===== config.mk =====
export PLATFORM = sky130hd
export DESIGN_NAME = alu_op_issuer
export DESIGN_NICKNAME = d
export VERILOG_FILES = /design/src/rtl/alu_pkg.sv /design/src/rtl/rtype_decoder.sv /design/src/rtl/alu_op_issuer.sv
export SDC_FILE = /design/constraint.sdc
export NUM_CORES = 1
export LEC_CHECK = 0
export CORE_AREA = 5 5 103 105
export DETAILED_ROUTE_END_ITERATION = 10
export DIE_AREA = 0 0 108 110
export DONT_BUFFER_PORTS = 1
export PLACE_DENSITY = 0.71
export SLEW_MARGIN = 20
export SYNTH_ARGS = -nofsm -noshare
export SYNTH_HDL_FRONTEND = slang
export SYNTH_SLANG_ARGS = --single-unit

===== constraint.sdc =====
create_clock -name clk -period 4.2 [get_ports clk]
set_input_delay 0.21 -clock clk [delete_from_list [all_inputs] [get_ports clk]]
set_output_delay 0.21 -clock clk [all_outputs]
set_load 0.05 [all_outputs]

===== src/rtl/alu_pkg.sv =====
// Shared encodings for the ALU issuer: alu func codes, MIPS R-type opcode/funct
// values and the issuer FSM state type.
package alu_pkg;

  localparam logic [2:0] ALU_ADD = 3'b000;
  localparam logic [2:0] ALU_SUB = 3'b001;
  localparam logic [2:0] ALU_AND = 3'b010;
  localparam logic [2:0] ALU_OR  = 3'b011;
  localparam logic [2:0] ALU_XOR = 3'b100;
  localparam logic [2:0] ALU_SLL = 3'b101;
  localparam logic [2:0] ALU_SRL = 3'b110;
  localparam logic [2:0] ALU_SLT = 3'b111;

  localparam logic [5:0] OP_RTYPE   = 6'h00;

  localparam logic [5:0] FUNCT_SLL  = 6'h00;
  localparam logic [5:0] FUNCT_SRL  = 6'h02;
  localparam logic [5:0] FUNCT_ADD  = 6'h20;
  localparam logic [5:0] FUNCT_ADDU = 6'h21;
  localparam logic [5:0] FUNCT_SUB  = 6'h22;
  localparam logic [5:0] FUNCT_SUBU = 6'h23;
  localparam logic [5:0] FUNCT_AND  = 6'h24;
  localparam logic [5:0] FUNCT_OR   = 6'h25;
  localparam logic [5:0] FUNCT_XOR  = 6'h26;
  localparam logic [5:0] FUNCT_SLT  = 6'h2A;

  // Wide enough for the largest legal latency (4).
  localparam int CNT_W = 3;

  typedef enum logic [1:0] {
    IDLE = 2'd0,
    WAIT = 2'd1,
    CAPT = 2'd2,
    DONE = 2'd3
  } state_e;

endpackage


===== src/rtl/rtype_decoder.sv =====
// Combinational MIPS R-type decode: instruction word to alu func, shift amount,
// destination register and a legality flag.
module rtype_decoder
  import alu_pkg::*;
(
  input  logic [31:0] instr,
  output logic        legal,
  output logic [2:0]  func,
  output logic [4:0]  shamt,
  output logic [4:0]  rd
);

  logic [5:0] op;
  logic [5:0] funct;
  logic [4:0] shamt_field;

  // rs/rt fields carry no meaning here; operands arrive already read.
  logic unused_fields;
  assign unused_fields = ^instr[25:16];

  assign op          = instr[31:26];
  assign funct       = instr[5:0];
  assign shamt_field = instr[10:6];
  assign rd          = instr[15:11];

  always_comb begin
    legal = 1'b0;
    func  = ALU_ADD;
    shamt = 5'd0;
    if (op == OP_RTYPE) begin
      case (funct)
        FUNCT_ADD, FUNCT_ADDU: begin legal = 1'b1; func = ALU_ADD; end
        FUNCT_SUB, FUNCT_SUBU: begin legal = 1'b1; func = ALU_SUB; end
        FUNCT_AND:             begin legal = 1'b1; func = ALU_AND; end
        FUNCT_OR:              begin legal = 1'b1; func = ALU_OR;  end
        FUNCT_XOR:             begin legal = 1'b1; func = ALU_XOR; end
        FUNCT_SLT:             begin legal = 1'b1; func = ALU_SLT; end
        FUNCT_SLL: begin
          legal = 1'b1;
          func  = ALU_SLL;
          shamt = shamt_field;
        end
        FUNCT_SRL: begin
          legal = 1'b1;
          func  = ALU_SRL;
          shamt = shamt_field;
        end
        default: legal = 1'b0;
      endcase
    end
  end

endmodule


===== src/rtl/alu_op_issuer.sv =====
// Issues one R-type operation at a time to a clocked alu, waits out its latency
// and returns the captured result with its destination tag.
module alu_op_issuer
  import alu_pkg::*;
#(
  parameter int DATA_W  = 32,
  parameter int TAG_W   = 5,
  parameter int ALU_LAT = 1
) (
  input  logic              clk,
  input  logic              rst,
  input  logic              in_valid,
  output logic              in_ready,
  input  logic [31:0]       in_instr,
  input  logic [DATA_W-1:0] in_a,
  input  logic [DATA_W-1:0] in_b,
  output logic [DATA_W-1:0] alu_a,
  output logic [DATA_W-1:0] alu_b,
  output logic [2:0]        alu_func,
  output logic [4:0]        alu_shamt,
  input  logic [DATA_W-1:0] alu_res,
  output logic              out_valid,
  input  logic              out_ready,
  output logic [DATA_W-1:0] out_res,
  output logic [TAG_W-1:0]  out_tag,
  output logic              out_err
);

  state_e              state_q, state_d;
  logic [CNT_W-1:0]    cnt_q, cnt_d;
  logic                in_ready_q, in_ready_d;
  logic                out_valid_q, out_valid_d;
  logic                out_err_q, out_err_d;
  logic [DATA_W-1:0]   out_res_q, out_res_d;
  logic [TAG_W-1:0]    out_tag_q, out_tag_d;
  logic [DATA_W-1:0]   alu_a_q, alu_a_d;
  logic [DATA_W-1:0]   alu_b_q, alu_b_d;
  logic [2:0]          alu_func_q, alu_func_d;
  logic [4:0]          alu_shamt_q, alu_shamt_d;

  logic                dec_legal;
  logic [2:0]          dec_func;
  logic [4:0]          dec_shamt;
  logic [4:0]          dec_rd;

  rtype_decoder u_decoder (
    .instr (in_instr),
    .legal (dec_legal),
    .func  (dec_func),
    .shamt (dec_shamt),
    .rd    (dec_rd)
  );

  always_comb begin
    state_d     = state_q;
    cnt_d       = cnt_q;
    in_ready_d  = in_ready_q;
    out_valid_d = out_valid_q;
    out_err_d   = out_err_q;
    out_res_d   = out_res_q;
    out_tag_d   = out_tag_q;
    alu_a_d     = alu_a_q;
    alu_b_d     = alu_b_q;
    alu_func_d  = alu_func_q;
    alu_shamt_d = alu_shamt_q;

    case (state_q)
      IDLE: begin
        if (in_valid && in_ready_q) begin
          in_ready_d = 1'b0;
          out_tag_d  = TAG_W'(dec_rd);
          if (dec_legal) begin
            alu_a_d     = in_a;
            alu_b_d     = in_b;
            alu_func_d  = dec_func;
            alu_shamt_d = dec_shamt;
            cnt_d       = CNT_W'(ALU_LAT);
            state_d     = WAIT;
          end else begin
            // Illegal ops never reach the alu; its inputs keep their last values.
            out_res_d   = '0;
            out_err_d   = 1'b1;
            out_valid_d = 1'b1;
            state_d     = DONE;
          end
        end
      end
      WAIT: begin
        cnt_d = cnt_q - CNT_W'(1);
        if (cnt_q == CNT_W'(1)) begin
          state_d = CAPT;
        end
      end
      CAPT: begin
        out_res_d   = alu_res;
        out_err_d   = 1'b0;
        out_valid_d = 1'b1;
        state_d     = DONE;
      end
      DONE: begin
        // No bypass: a new op is only accepted once back in IDLE.
        if (out_ready) begin
          out_valid_d = 1'b0;
          in_ready_d  = 1'b1;
          state_d     = IDLE;
        end
      end
      default: state_d = IDLE;
    endcase
  end

  always_ff @(posedge clk) begin
    if (rst) begin
      state_q     <= IDLE;
      cnt_q       <= '0;
      in_ready_q  <= 1'b1;
      out_valid_q <= 1'b0;
      out_err_q   <= 1'b0;
      out_res_q   <= '0;
      out_tag_q   <= '0;
      alu_a_q     <= '0;
      alu_b_q     <= '0;
      alu_func_q  <= '0;
      alu_shamt_q <= '0;
    end else begin
      state_q     <= state_d;
      cnt_q       <= cnt_d;
      in_ready_q  <= in_ready_d;
      out_valid_q <= out_valid_d;
      out_err_q   <= out_err_d;
      out_res_q   <= out_res_d;
      out_tag_q   <= out_tag_d;
      alu_a_q     <= alu_a_d;
      alu_b_q     <= alu_b_d;
      alu_func_q  <= alu_func_d;
      alu_shamt_q <= alu_shamt_d;
    end
  end

  assign in_ready  = in_ready_q;
  assign out_valid = out_valid_q;
  assign out_err   = out_err_q;
  assign out_res   = out_res_q;
  assign out_tag   = out_tag_q;
  assign alu_a     = alu_a_q;
  assign alu_b     = alu_b_q;
  assign alu_func  = alu_func_q;
  assign alu_shamt = alu_shamt_q;

endmodule

# == Word-level counts from Yosys, hierarchy flattened ==
# Cells that the tools add are included.
# totals
ff_bits,117
input_bits,132
output_inout_bits,112
# classes
add_sub_neg,1
eq_ne,18
mux,25
n_reduce_logical,18
# op_table
operator,n
2-to-1 mux 32 bit,2
one-hot mux 32 bit (2 select lines),1
equality test 6 bit (second input constant),8
one-hot mux 3 bit (7 select lines),1
AND reduction 3 bit,5
zero test 6 bit,2
2-to-1 mux 5 bit,2
inequality test 2 bit (second input constant),5
OR reduction 10 bit,1
2-to-1 mux 3 bit,3
2-to-1 mux 2 bit,4
one-hot mux 2 bit (4 select lines),1
2-to-1 mux 1 bit,7
equality test 6 x 2 -> 1 bit (second input constant),1
one-hot mux 3 bit (2 select lines),1
nonzero test 2 bit,3
equality test 2 bit (second input constant),2
one-hot mux 1 bit (2 select lines),2
AND reduction 4 bit,1
OR reduction 2 bit,2
equality test 3 x 1 -> 1 bit (second input constant),1
one-hot mux 1 bit (3 select lines),1
nonzero test 3 bit,1
subtractor 3 x 1 -> 3 bit (second input constant),1
other kinds (4),4

# == Depth between registers and ports, before layout ==
# logic_depth
ltp_word,7
mapped_depth,10
mapped_depth_nobuf,7

# == Modules after synthesis ==
# A second synthesis with hierarchy kept.
# hier_totals
cells_unflattened,590
area_unflattened_um2,4981.0
# by_module_without_submodules
mod,instances,cells_per_inst,area_each_um2
alu_op_issuer,1,547,4689.5
rtype_decoder,1,43,291.5

# == Worst setup path after synthesis ==
# OpenSTA, ideal clock, no wires.
# synth_timing
path_kind,flip-flop to flip-flop
from,register state_q[0]
to,"register alu_a_q[0], in the netlist alu_a[0]"
setup_time_ns,0.132
arrival_ns,1.820
required_time_ns,4.068
slack_ns,2.248
stages_incl_launch_ff,11
period_less_slack_ns,1.952
path_cell_list,dfxtp_1 inv_1 ha_1 buf_2 inv_1 nor2_1 o211ai_2 buf_2 buf_2 nand2_1 a21oi_1
# synth_between
elab_chain_len,2
# synth_rtl
element,line_no,rtl
"start, declared",alu_op_issuer.sv:29,"state_e state_q, state_d;"
"start signal, assigned",alu_op_issuer.sv:126,state_q <= state_d;
zero test 2 bit,alu_op_issuer.sv:67,case (state_q)
AND reduction 3 bit (no source line),n/a,
"end signal, assigned",alu_op_issuer.sv:133,alu_a_q <= alu_a_d;
"end, declared",alu_op_issuer.sv:36,"logic [DATA_W-1:0] alu_a_q, alu_a_d;"
# No other way between the ends.
# A chain may end at the register's enable or synchronous reset.

# == Final worst setup path ==
# layout_timing
from,register state_q[0]
to,"register alu_func_q[0], in the netlist alu_func[0]"
# layout_between
elab_chain_len,2
# layout_rtl
element,line_no,rtl
zero test 2 bit,alu_op_issuer.sv:67,
AND reduction 3 bit (no source line),n/a,
"end signal, assigned",alu_op_issuer.sv:135,alu_func_q <= alu_func_d;
"end, declared",alu_op_issuer.sv:38,"logic [2:0] alu_func_q, alu_func_d;"
# No other way between the ends.

==> out/results.txt <==
The flow ran to the end, and the final reports show no timing, DRC or antenna violations. Sort of element at the start of the critical path: a flip-flop. The share of the synthesized area in the top cell type came out at 48.9%. The post-layout total power was 3.49 mW; the sink count of the clock tree was 117. Entering global routing, the biggest net connects 117 pins. After clock tree synthesis, the setup repair step added 0 buffers. Setup total negative slack on the finished layout was measured at 0 ps.

In the synthesized netlist, the cells that appear most often are sky130_fd_sc_hd__nand2_1, sky130_fd_sc_hd__dfxtp_1, sky130_fd_sc_hd__a21oi_1. Prior to clock tree synthesis, the placed netlist has a worst setup slack of 1160 ps. The number of vias per cell after detailed routing came out at 5.76. The critical path is of the reg -> reg type.

The via count of the first global-routing pass is 4816, and the register bit count reported by yosys is 117. The final layout contains 821 nets. In the final layout, the share of cells above drive strength 1 is 7.19%. For this run, asynchronously set or reset flops after synthesis account for 0%. The first routing iteration left 374 violations.

At the end of routability-driven placement, the weighted congestion stood at 0.733. The tools report the number of pins with negative max-slew slack in the final report as 0. The power per standard cell area was 526 mW/mm2.

The count of antenna-violating nets left after detailed routing came out at 0. Across all setup checks in the final design, the least slack found is 667 ps. For this run the aggregate overflow at the end of global routing stands at 0. The final HPWL from detailed placement came out at 8.66 mm. The region available for standard cell placement spans 0.00955 mm2. The minimum clock period after layout was 3530 ps. Of all nets on the critical path, the largest fanout is 34. After clock tree synthesis, the clock-pin slew on the worst setup and hold paths is 60 ps.

The routed via count is 4772. Number of distinct library cells after synthesis: 41. sky130_fd_sc_hd__dfxtp_1 takes more of the synthesized area than any other cell. The quantity of gates resized following cts was 0.

The count of maximum capacitance violations was 0. The die is 108 um wide. In the routed design, unresolved DRC markers number 0. Net count after synthesis: 727.

Compared with the post-synthesis result, the final layout area differs by 38.4%. In this run the count of I/O pins placed on the die edge is 244. Derived from the worst setup path, the maximum achievable clock frequency is 283 MHz. IR analysis of the VDD net gives a maximum drop of 0.258 mV.

Summed over all layers, the routed wires come to 15.1 mm. By instance count, the leading cell after synthesis is sky130_fd_sc_hd__nand2_1. The layout has 707 filler cells. The worst pin sits at a relative slew slack of 48.3%.

For this run, the register share of the synthesized area comes to 48.9%. Yosys printed 0 warnings. The H-tree was split into 4 levels.

Setup repair after global routing left no endpoint under its margin. The logs give 0 for the final setup violation count and 0.00479 mm2 for the synthesized cell area. The overall die area was 0.0119 mm2.

Data on the critical path arrives at its endpoint at 3980 ps. For this design the static power due to leakage is 2.24 nW. The tools report the maximum number of buffers from clock root to sink as 2.

Port buffering added 0 buffers. The routed length per instance is 18.2 um, and the height of the die is 110 um. The slew at the pin closest to its max-slew limit is 773 ps, and the area of the multi-input gates is 0.00220 mm2. Counting the buffers created by CTS gives 17. The post-route clock skew is 6.68 ps. Among all flip-flop cells after synthesis, the most frequent one is sky130_fd_sc_hd__dfxtp_1. The global-route usage over all layers came out at 24.9%. The tree is rooted in a sky130_fd_sc_hd__clkbuf_8.

The tools report the first-pass GRT wire length as 23.4 mm. The run gives 5 as the iteration count of the initial detailed-routing pass. TritonCTS built the clock tree. Synthesis handed over a netlist of 588 instances. A synthesized cell averages 8.15 um2.

Kind of path behind the tightest hold check: in -> reg. The sequential standard cell area was 0.00234 mm2; the final count of hold timing violations was 0. The end-of-flow core utilization is 69.5%, and the critical path required time is 4650 ps. Clock latency on the worst-skew pair, taken at its later pin, is 510 ps. STA classifies the critical path endpoint as a flip-flop. The tools report the number of placement rows as 36. The final critical path takes up 84.1% of the cycle.

The effective utilization at floorplan was 50.2%; the number of antenna violations at the first check in global routing was 0. By area the synthesized netlist is led by sky130_fd_sc_hd__dfxtp_1, sky130_fd_sc_hd__nand2_1, sky130_fd_sc_hd__a21oi_1. The synthesized design contains 0 enable-type register cells.
## through the flow
step / cell area, um2 / instances / hold slack, ps
3_3_place_gp: 4810 / 675 / 289
6_report: 6630 / 829 / 150
5_1_grt: 6630 / 828 / 151
3_5_place_dp: 4810 / 675 / 291
2_1_floorplan: 4790 / 588 / 346
4_1_cts: 6600 / 827 / 128
## critical path: stages (launching register included)
cell	delay, ps
sky130_fd_sc_hd__dfxtp_1	320
sky130_fd_sc_hd__inv_1	130
sky130_fd_sc_hd__ha_1	370
sky130_fd_sc_hd__inv_1	160
sky130_fd_sc_hd__nor2_1	630
sky130_fd_sc_hd__o211a_2	770
sky130_fd_sc_hd__buf_4	350
sky130_fd_sc_hd__nand4_1	120
sky130_fd_sc_hd__dlygate4sd3_1	570
sky130_fd_sc_hd__nand2_1	60
## layout by cell type, fill, tap and decap left out, types with 7 or more instances in the layout
master / synthesis / routed
sky130_fd_sc_hd__dlygate4sd3_1: 0 / 119
sky130_fd_sc_hd__buf_4: 2 / 9
sky130_fd_sc_hd__nand2_1: 154 / 154
sky130_fd_sc_hd__nor2_1: 8 / 8
sky130_fd_sc_hd__inv_1: 10 / 10
sky130_fd_sc_hd__dfxtp_1: 117 / 117
sky130_fd_sc_hd__a21oi_1: 114 / 114
sky130_fd_sc_hd__clkbuf_16: 0 / 16
sky130_fd_sc_hd__ha_1: 7 / 7
sky130_fd_sc_hd__o211ai_1: 64 / 64
sky130_fd_sc_hd__nand3_1: 9 / 9
## per-layer routing
metal	GRT usage (%)	vias up	wire [um]
met5	0	-	0
met4	9.02	0	227
met3	9.61	23	1650
met2	43.6	266	7740
met1	27.5	2223	5500
li1	-	2260	-
## sequential cells by signal, indices dropped and copies added (netlist names), 2 cells and up
| register | count |
|---|---|
| alu_b | 32 |
| alu_func | 3 |
| alu_shamt | 5 |
| out_res | 32 |
| out_tag | 5 |
| cnt_q | 3 |
| state_q | 2 |
| alu_a | 32 |
## worst paths after layout
kind	slack (ps)	startpoint	end	cells after the start
hold reg to reg	470	cnt_q[1]$_SDFFE_PP0P_	cnt_q[1]$_SDFFE_PP0P_	2
setup reg to reg	670	state_q[0]$_SDFFE_PP0P_	alu_func[0]$_SDFFE_PP0P_	9
hold / removal	150	rst	alu_shamt[2]$_SDFFE_PP0P_	2
setup / recovery	670	state_q[0]$_SDFFE_PP0P_	alu_func[0]$_SDFFE_PP0P_	9
## area by class of cell
class	instances	area share [%]
Timing Repair Buffer	130	19.8
Tap cell	133	2.51
Antenna cell	1	0.0377
Sequential cell	117	35.3
Multi-Input combinational cell	406	33.1
Inverter	10	0.566
Clock inverter	12	1.94
Clock buffer	20	6.71
## what timing repair did
action / 4_1_cts / 5_1_grt
hold buffers: 120 / 0
endpoints found under the setup margin: 0 / 0
hold endpoints to repair: 117 / 0
## where the power goes
group	switching, mW	total [mW]	internal [mW]
Clock	0.493	1.37	0.873
Sequential	0.248	1.43	1.19
Combinational	0.433	0.688	0.255
Total	1.17	3.49	2.31
## cell families (layout without fill, tap and decap cells)
kind of cell | after synthesis | after routing | share of synthesized area (%)
and+or+nand+nor | 192 | 192 | 16.9
xor gates and xnor gates | 1 | 1 | 0.183
other | 0 | 1 | 0
AOI/OAI and AO/OA | 206 | 206 | 26.5
buffers and inverters | 65 | 172 | 5.69
DFF | 117 | 117 | 48.9
adders and majority gates | 7 | 7 | 1.83
No activity file was read; power rests on OpenSTA's default activity.
